<file path="config.mk">
export PLATFORM = sky130hd
export DESIGN_NAME = fetch_sequencer_flat
export DESIGN_NICKNAME = d
export VERILOG_FILES = /design/src/rtl/fetch_seq_if.sv /design/src/rtl/fetch_sequencer.sv /design/src/flat_wrapper.sv
export SDC_FILE = /design/constraint.sdc
export NUM_CORES = 1
export LEC_CHECK = 0
export CORE_MARGIN = 5
export CORE_UTILIZATION = 46
export CTS_CLUSTER_SIZE = 14
export DETAILED_ROUTE_END_ITERATION = 10
export PLACE_DENSITY = 0.82
export SETUP_SLACK_MARGIN = 0.05
export SLEW_MARGIN = 5
export SYNTH_ARGS = -nofsm -noshare
export SYNTH_HDL_FRONTEND = slang
export SYNTH_SLANG_ARGS = --single-unit
</file>
<file path="constraint.sdc">
create_clock -name clk -period 2.4 [get_ports clk]
set_input_delay 0.48 -clock clk [delete_from_list [all_inputs] [get_ports clk]]
set_output_delay 0.48 -clock clk [all_outputs]
set_load 0.02 [all_outputs]
</file>
<file path="src/rtl/fetch_seq_if.sv">
// Fetch-sequencer bus: bundles the instruction-memory handshake, the hazard
// and redirect requests coming from ID/EX, and the control lines sent to the
// fetch datapath and the IF/ID and ID/EX pipeline latches.
//   master : the sequencer (drives imem_req, pc_stall, pc_src, jump_sel,
//            redirect_target, ifid_flush, idex_flush, fetch_valid)
//   slave  : the surrounding pipeline / memory (drives imem_ready,
//            hazard_stall, branch_taken, jump, jump_target, branch_target)
interface fetch_seq_if #(
  parameter int AW = 32
);
  logic          imem_req;
  logic          imem_ready;
  logic          hazard_stall;
  logic          branch_taken;
  logic          jump;
  logic [AW-1:0] jump_target;
  logic [AW-1:0] branch_target;
  logic          pc_stall;
  logic          pc_src;
  logic          jump_sel;
  logic [AW-1:0] redirect_target;
  logic          ifid_flush;
  logic          idex_flush;
  logic          fetch_valid;

  modport master (
    input  imem_ready, hazard_stall, branch_taken, jump,
    input  jump_target, branch_target,
    output imem_req, pc_stall, pc_src, jump_sel, redirect_target,
    output ifid_flush, idex_flush, fetch_valid
  );

  modport slave (
    output imem_ready, hazard_stall, branch_taken, jump,
    output jump_target, branch_target,
    input  imem_req, pc_stall, pc_src, jump_sel, redirect_target,
    input  ifid_flush, idex_flush, fetch_valid
  );
endinterface

</file>
<file path="src/rtl/fetch_sequencer.sv">
// fetch_sequencer: instruction-fetch control. Arbitrates EX branch redirects
// (oldest), ID jumps and load-use stalls, and holds a redirect that arrives
// while an instruction-memory fetch is still outstanding until it completes.
// Ports:
//   clk          rising-edge clock
//   reset        synchronous, active-low
//   bus          fetch_seq_if.master (handshake, redirect inputs, fetch controls)
//   stall_cnt    cycles spent with pc_stall=1     (FETCH_SEQ_PERF_EN only)
//   redirect_cnt redirects applied to fetch       (FETCH_SEQ_PERF_EN only)
// Optional feature macro: FETCH_SEQ_PERF_EN adds the saturating perf counters.
module fetch_sequencer #(
  parameter int AW = 32,
  parameter int CW = 16
) (
  input  logic           clk,
  input  logic           reset,
  fetch_seq_if.master    bus
`ifdef FETCH_SEQ_PERF_EN
  ,
  output logic [CW-1:0]  stall_cnt,
  output logic [CW-1:0]  redirect_cnt
`endif
);

  typedef enum logic [1:0] {BOOT = 2'd0, RUN = 2'd1, PEND = 2'd2} state_e;

  state_e        state_q, state_d;
  logic [AW-1:0] pend_target_q, pend_target_d;
  logic          pend_valid_q, pend_valid_d;

  // imem_req depends on state only, so there is no path from imem_ready.
  always_comb begin
    state_d             = state_q;
    pend_target_d       = pend_target_q;
    pend_valid_d        = pend_valid_q;
    bus.imem_req        = 1'b0;
    bus.pc_stall        = 1'b0;
    bus.pc_src          = 1'b0;
    bus.jump_sel        = 1'b0;
    bus.redirect_target = '0;
    bus.ifid_flush      = 1'b0;
    bus.idex_flush      = 1'b0;
    bus.fetch_valid     = 1'b0;

    unique case (state_q)
      BOOT: begin
        state_d = RUN;
      end

      RUN: begin
        bus.imem_req = 1'b1;
        if (bus.branch_taken) begin
          // A same-cycle jump is younger than the branch and is dropped.
          if (bus.imem_ready) begin
            bus.pc_src          = 1'b1;
            bus.redirect_target = bus.branch_target;
            bus.ifid_flush      = 1'b1;
            bus.idex_flush      = 1'b1;
          end else begin
            pend_target_d  = bus.branch_target;
            pend_valid_d   = 1'b1;
            state_d        = PEND;
            bus.pc_stall   = 1'b1;
            bus.idex_flush = 1'b1;
          end
        end else if (bus.jump) begin
          if (bus.imem_ready) begin
            bus.jump_sel        = 1'b1;
            bus.redirect_target = bus.jump_target;
            bus.ifid_flush      = 1'b1;
          end else begin
            pend_target_d = bus.jump_target;
            pend_valid_d  = 1'b1;
            state_d       = PEND;
            bus.pc_stall  = 1'b1;
          end
        end else if (bus.hazard_stall) begin
          bus.pc_stall = 1'b1;
        end else begin
          bus.pc_stall    = ~bus.imem_ready;
          bus.fetch_valid = bus.imem_ready;
        end
      end

      PEND: begin
        bus.imem_req = 1'b1;
        bus.pc_stall = 1'b1;
        if (!pend_valid_q) begin
          // Nothing held: fall back to normal sequencing.
          state_d = RUN;
        end else if (bus.imem_ready && bus.branch_taken) begin
          // Live branch is older than anything held; use the adder path.
          bus.pc_stall        = 1'b0;
          bus.pc_src          = 1'b1;
          bus.redirect_target = bus.branch_target;
          bus.ifid_flush      = 1'b1;
          bus.idex_flush      = 1'b1;
          pend_valid_d        = 1'b0;
          state_d             = RUN;
        end else if (bus.imem_ready) begin
          bus.pc_stall        = 1'b0;
          bus.jump_sel        = 1'b1;
          bus.redirect_target = pend_target_q;
          bus.ifid_flush      = 1'b1;
          pend_valid_d        = 1'b0;
          state_d             = RUN;
        end else if (bus.branch_taken) begin
          // Branch overrides a held jump; jumps and stalls here are wrong-path.
          pend_target_d  = bus.branch_target;
          bus.idex_flush = 1'b1;
        end
      end

      default: begin
        state_d = BOOT;
      end
    endcase
  end

  always_ff @(posedge clk) begin
    if (!reset) begin
      state_q       <= BOOT;
      pend_valid_q  <= 1'b0;
      pend_target_q <= '0;
    end else begin
      state_q       <= state_d;
      pend_valid_q  <= pend_valid_d;
      pend_target_q <= pend_target_d;
    end
  end

`ifdef FETCH_SEQ_PERF_EN
  logic [CW-1:0] stall_cnt_q, stall_cnt_d;
  logic [CW-1:0] redirect_cnt_q, redirect_cnt_d;

  function automatic logic [CW-1:0] sat_inc(input logic [CW-1:0] v);
    return (&v) ? v : v + 1'b1;
  endfunction

  // pc_stall is always 0 in BOOT, so no state qualification is needed.
  always_comb begin
    stall_cnt_d    = stall_cnt_q;
    redirect_cnt_d = redirect_cnt_q;
    if (bus.pc_stall)                stall_cnt_d    = sat_inc(stall_cnt_q);
    if (bus.pc_src || bus.jump_sel)  redirect_cnt_d = sat_inc(redirect_cnt_q);
  end

  always_ff @(posedge clk) begin
    if (!reset) begin
      stall_cnt_q    <= '0;
      redirect_cnt_q <= '0;
    end else begin
      stall_cnt_q    <= stall_cnt_d;
      redirect_cnt_q <= redirect_cnt_d;
    end
  end

  assign stall_cnt    = stall_cnt_q;
  assign redirect_cnt = redirect_cnt_q;
`endif

endmodule

</file>
<file path="src/flat_wrapper.sv">
// flat-port wrapper written by rule: the top's interface ports become plain ports
module fetch_sequencer_flat 
#(
  parameter int AW = 32,
  parameter int CW = 16
)
  (clk, reset, bus_imem_ready, bus_hazard_stall, bus_branch_taken, bus_jump, bus_jump_target, bus_branch_target, bus_imem_req, bus_pc_stall, bus_pc_src, bus_jump_sel, bus_redirect_target, bus_ifid_flush, bus_idex_flush, bus_fetch_valid);
  fetch_seq_if #(.AW(AW)) bus_i ();
  input  logic clk;
  input  logic reset;
  input wire logic [$bits(bus_i.imem_ready)-1:0] bus_imem_ready;
  input wire logic [$bits(bus_i.hazard_stall)-1:0] bus_hazard_stall;
  input wire logic [$bits(bus_i.branch_taken)-1:0] bus_branch_taken;
  input wire logic [$bits(bus_i.jump)-1:0] bus_jump;
  input wire logic [$bits(bus_i.jump_target)-1:0] bus_jump_target;
  input wire logic [$bits(bus_i.branch_target)-1:0] bus_branch_target;
  output wire logic [$bits(bus_i.imem_req)-1:0] bus_imem_req;
  output wire logic [$bits(bus_i.pc_stall)-1:0] bus_pc_stall;
  output wire logic [$bits(bus_i.pc_src)-1:0] bus_pc_src;
  output wire logic [$bits(bus_i.jump_sel)-1:0] bus_jump_sel;
  output wire logic [$bits(bus_i.redirect_target)-1:0] bus_redirect_target;
  output wire logic [$bits(bus_i.ifid_flush)-1:0] bus_ifid_flush;
  output wire logic [$bits(bus_i.idex_flush)-1:0] bus_idex_flush;
  output wire logic [$bits(bus_i.fetch_valid)-1:0] bus_fetch_valid;
  assign bus_i.imem_ready = bus_imem_ready;
  assign bus_i.hazard_stall = bus_hazard_stall;
  assign bus_i.branch_taken = bus_branch_taken;
  assign bus_i.jump = bus_jump;
  assign bus_i.jump_target = bus_jump_target;
  assign bus_i.branch_target = bus_branch_target;
  assign bus_imem_req = bus_i.imem_req;
  assign bus_pc_stall = bus_i.pc_stall;
  assign bus_pc_src = bus_i.pc_src;
  assign bus_jump_sel = bus_i.jump_sel;
  assign bus_redirect_target = bus_i.redirect_target;
  assign bus_ifid_flush = bus_i.ifid_flush;
  assign bus_idex_flush = bus_i.idex_flush;
  assign bus_fetch_valid = bus_i.fetch_valid;
  fetch_sequencer #(.AW(AW), .CW(CW)) u_core (.clk(clk), .reset(reset), .bus(bus_i));
endmodule
</file>
==> impl_summary.md <==
Detailed routing
The average detailed-routed wire length per instance is 18.2 um. The first TritonRoute pass finished after 4 iterations. The via count is ~3400. Summed over all layers, the routed wires come to just over 10 mm. The first routing iteration left 195 violations. The count of nets left with antenna violations once routing finished came out at 0. For this run, design rule violations remaining after detail routing come to 0. The via density per instance is 5.98.

Synth
Of all cell types, the one taking the most synthesized area is dfxtp_1. Counting flops with a built-in enable in the synthesized netlist gives 0. The adder-cell share of the synthesized area is 2.52%. The synthesized netlist occupies a cell area of approximately 3000 sq um.

By instance count, the leading cell after synthesis is nand2_1. The fraction of the mapped netlist area in compound gates is 32.9%. The post-synthesis async set-or-reset flop share is 0%. The number of distinct library cells after synthesis is 30. By area, the combinational part of the netlist is dominated by compound AO/OA/AOI/OAI gates. The top-area cell type share of the netlist area is 23.5%. The number of nets produced by synthesis is 459.

For this run, the number of Yosys warnings is 0. Among all flip-flop cells after synthesis, the most frequent one is dfxtp_1. The commonest cells after synthesis are nand2_1, dfxtp_1, o21a_1. The instance count of the mapped netlist is around 380. The sequential-to-total area share from yosys stat is 23.5%. The area share of and/or/nand/nor cells after synthesis is between 20% and 30%. The fraction of synthesized area in multiplexers is 11.4%. The XOR/XNOR share of the synthesized area is 0%. By area the synthesized netlist is led by dfxtp_1, mux2i_1, o21a_1. In this run the mean area of a mapped cell was 7.77 sq um. The flip-flop and latch count after synthesis is 35.

Floorplanning
The initial cell density of the core is 47.1%. The site row count is 29. The die covers 8180 sq um. The top-level port count is 109. The horizontal die dimension is 90.4 um. The die is 90.4 um tall. The area of the core is 6310 sq um.

Clock network
TritonCTS built the clock tree. The clock transition at the registers of the reported paths is 0.07 ns. The tree built by TritonCTS fans out to 35 sinks. The deepest clock path buffer count is 2. In this run the number of H-tree levels came out at 2.

The later pin in the worst-skew pair is clocked with a latency of between 0.2 and 0.3 ns. The root buffer cell chosen for the clock tree is clkbuf_8. The count of hold-fix buffers inserted at cts is 0. TritonCTS created 5 clock buffers.

Pwr
In this run, flip-flops and latches consume 25.3% of the power. The clock group share of total power is 14.2%. The switching fraction of total power is between 40 and 50%. Per report_power, the combinational group accounts for 60.5% of the total. Cell internal power was estimated by the tool at 0.00187 W. The peak ir drop on the vdd network is 549 uV.

Power spread over the standard cell area amounts to 712 nW/um^2. The design draws 0.00315 W. The reported leakage power is 1.79 nW.

The net switching component of the power is 0.00127 W.

Timing
The number of max-slew violations in the final report is 0. Setup violations remaining at the end of the flow were counted as 0. The number of hold violations in the final report is 0. Across all hold checks on the routed design, the worst slack comes to 0.461 ns. Headroom to the max-slew limit came out at 64.3%. Between clock sinks in the finished design, the worst skew comes to slightly below 0.006 ns. Dividing the final minimum period by the clock period gives 97.3%.

The maximum clock frequency is 0.428 GHz. In the final timing run, aggregate negative setup slack is 0 ns. For the pin with the worst max-slew slack, the measured transition is 0.535 ns. After layout, the minimum clock period comes to ~2.3 ns. The final worst-path setup slack is around 0.064 ns. Setup repair after global routing could not meet its margin everywhere.

Finish
The number of inserted filler cells in the final layout is 517. The final layout contains 570 nets. Cells with a size suffix above 1 make up 22.9% of the layout. The area of all placed cells without fillers is roughly 4400 sq um.

The relative area change from synthesis to final layout is 48.6%. The final antenna diode count is 0.

Placement
The half-perimeter wire length of the detailed placement result is 7.07 mm. Buffers placed on the I/O ports in this run total 108. The placed cell area is 4250 sq um. The weighted congestion reported at the end of routability-driven placement is slightly below 0.9. At the placement stage, the worst setup path has a slack of -0.686 ns.

Worst setup path
The worst setup path is launched from a flip-flop. The critical path data required time is about 1.9 ns. Along the worst path, the maximum fanout reaches 6. The worst setup path is captured at an output pin. The type of the worst setup path is flip-flop to output pin. The data arrival time of the critical path is between 1.5 and 2 ns.

Run status
The flow ran to the end, and the final reports show no timing, DRC or antenna violations.

Global route
The first-pass GRT wire length is 16.6 mm. The initial antenna violation count came to 0. The via count of the first global-routing pass is approximately 3400. The largest net degree at the start of global routing is 40.

The total congestion overflow is 0. The global-route total usage across every layer is about a quarter.

Min path
The worst min-delay path class is flip-flop to flip-flop.

Run
The max-cap check violation count is 0.
kinds of logic (layout without fill, tap and decap cells):
logic type               after synthesis  in the layout
multiplexers                          34             34
AO/OA/AOI/OAI                        141            141
buffers and inverters                 53            164
AND/OR/NAND/NOR                      114            114
adder cells (fa/ha/maj)                6              6
flip-flops                            35             35
flip-flops by register name (all words and copies together), names as in the netlist:
name                  cells
u_core.pend_target_q     32
u_core.pend_valid_q       1
u_core.state_q            2
per-layer routing:
layer | GRT usage [%] | up-vias | wire, um | share of wire (%)
met2 | 42.4 | 136 | 5300 | 51
met4 | 6.45 | 0 | 204 | 2.0
met3 | 5.00 | 20 | 600 | 5.8
li1 | - | 1618 | - | -
met5 | 0 | - | 0 | 0
met1 | 28.5 | 1641 | 4290 | 41
repair_timing:
item                                    in CTS  in global routing
buffers inserted                             1                  0
pin swaps                                    4                 11
gates cloned                                 0                  3
gates resized for setup                    208                 73
endpoints found under the setup margin      39                 36
area by class of cell:
cell class                      count  area [sq um]  area share, %
Clock buffer                        6          82.6           1.87
Inverter                            4          20.0          0.453
Multi-Input combinational cell    295          2110           47.8
Sequential cell                    35           708           16.0
Clock inverter                      1          5.00          0.113
Timing Repair Buffer              153          1400           31.6
Tap cell                           77          96.3           2.18
critical path: stages, from the launching register on:
cell and delay, ns:
dfxtp_4 0.37, inv_4 0.06, ha_4 0.14, and4b_4 0.35, clkbuf_16 0.18, a22oi_2 0.08, a21boi_2 0.22, buf_6 0.15
power groups by stage:
| stage | Clock (W) | Combinational, W | Sequential [W] |
|---|---|---|---|
| 3_5_place_dp | 0 | 0.00175 | 0.000782 |
| 2_1_floorplan | 0 | 0.00107 | 0.000770 |
| 4_1_cts | 0.000446 | 0.00174 | 0.000776 |
| 5_1_grt | 0.000480 | 0.00204 | 0.000807 |
| 6_report | 0.000447 | 0.00190 | 0.000797 |
| 3_3_place_gp | 0 | 0.00171 | 0.000777 |
worst paths after layout:
path                                                 end                      from  slack [ns]  depth (start not counted)
worst max-delay path             bus_redirect_target[15]         u_core.state_q[0]        0.06                          7
worst min-delay path            u_core.pend_target_q[20]  u_core.pend_target_q[20]        0.46                          2
worst max register to register   u_core.pend_target_q[9]         u_core.state_q[1]        0.56                          7
worst min register to register  u_core.pend_target_q[20]  u_core.pend_target_q[20]        0.46                          2
metrics by stage:
step | instances | util (%)
final | 571 | 70.0
after global routing | 571 | 70.0
after CTS | 568 | 66.7
after detailed placement | 560 | 67.3
after global placement | 560 | 67.3
after floorplan | 383 | -
cells in the final DEF (no fill, tap or decap), drive strengths merged:
cell type / instances
a2111o: 1
a21boi: 34
a21o: 1
a21oi: 1
a22oi: 32
a2bb2oi: 1
a41oi: 1
and2: 1
and3: 2
and4b: 2
buf: 81
clkbuf: 11
clkdlybuf4s50: 65
clkinv: 1
dfxtp: 35
dlygate4sd2: 2
ha: 6
inv: 4
mux2i: 34
nand2: 38
nand3: 32
nor2: 1
nor2b: 1
nor3b: 34
nor4b: 1
o211ai: 1
o21a: 35
o21ai: 33
o21bai: 1
or3b: 2
Power figures use the tool's default switching activity.
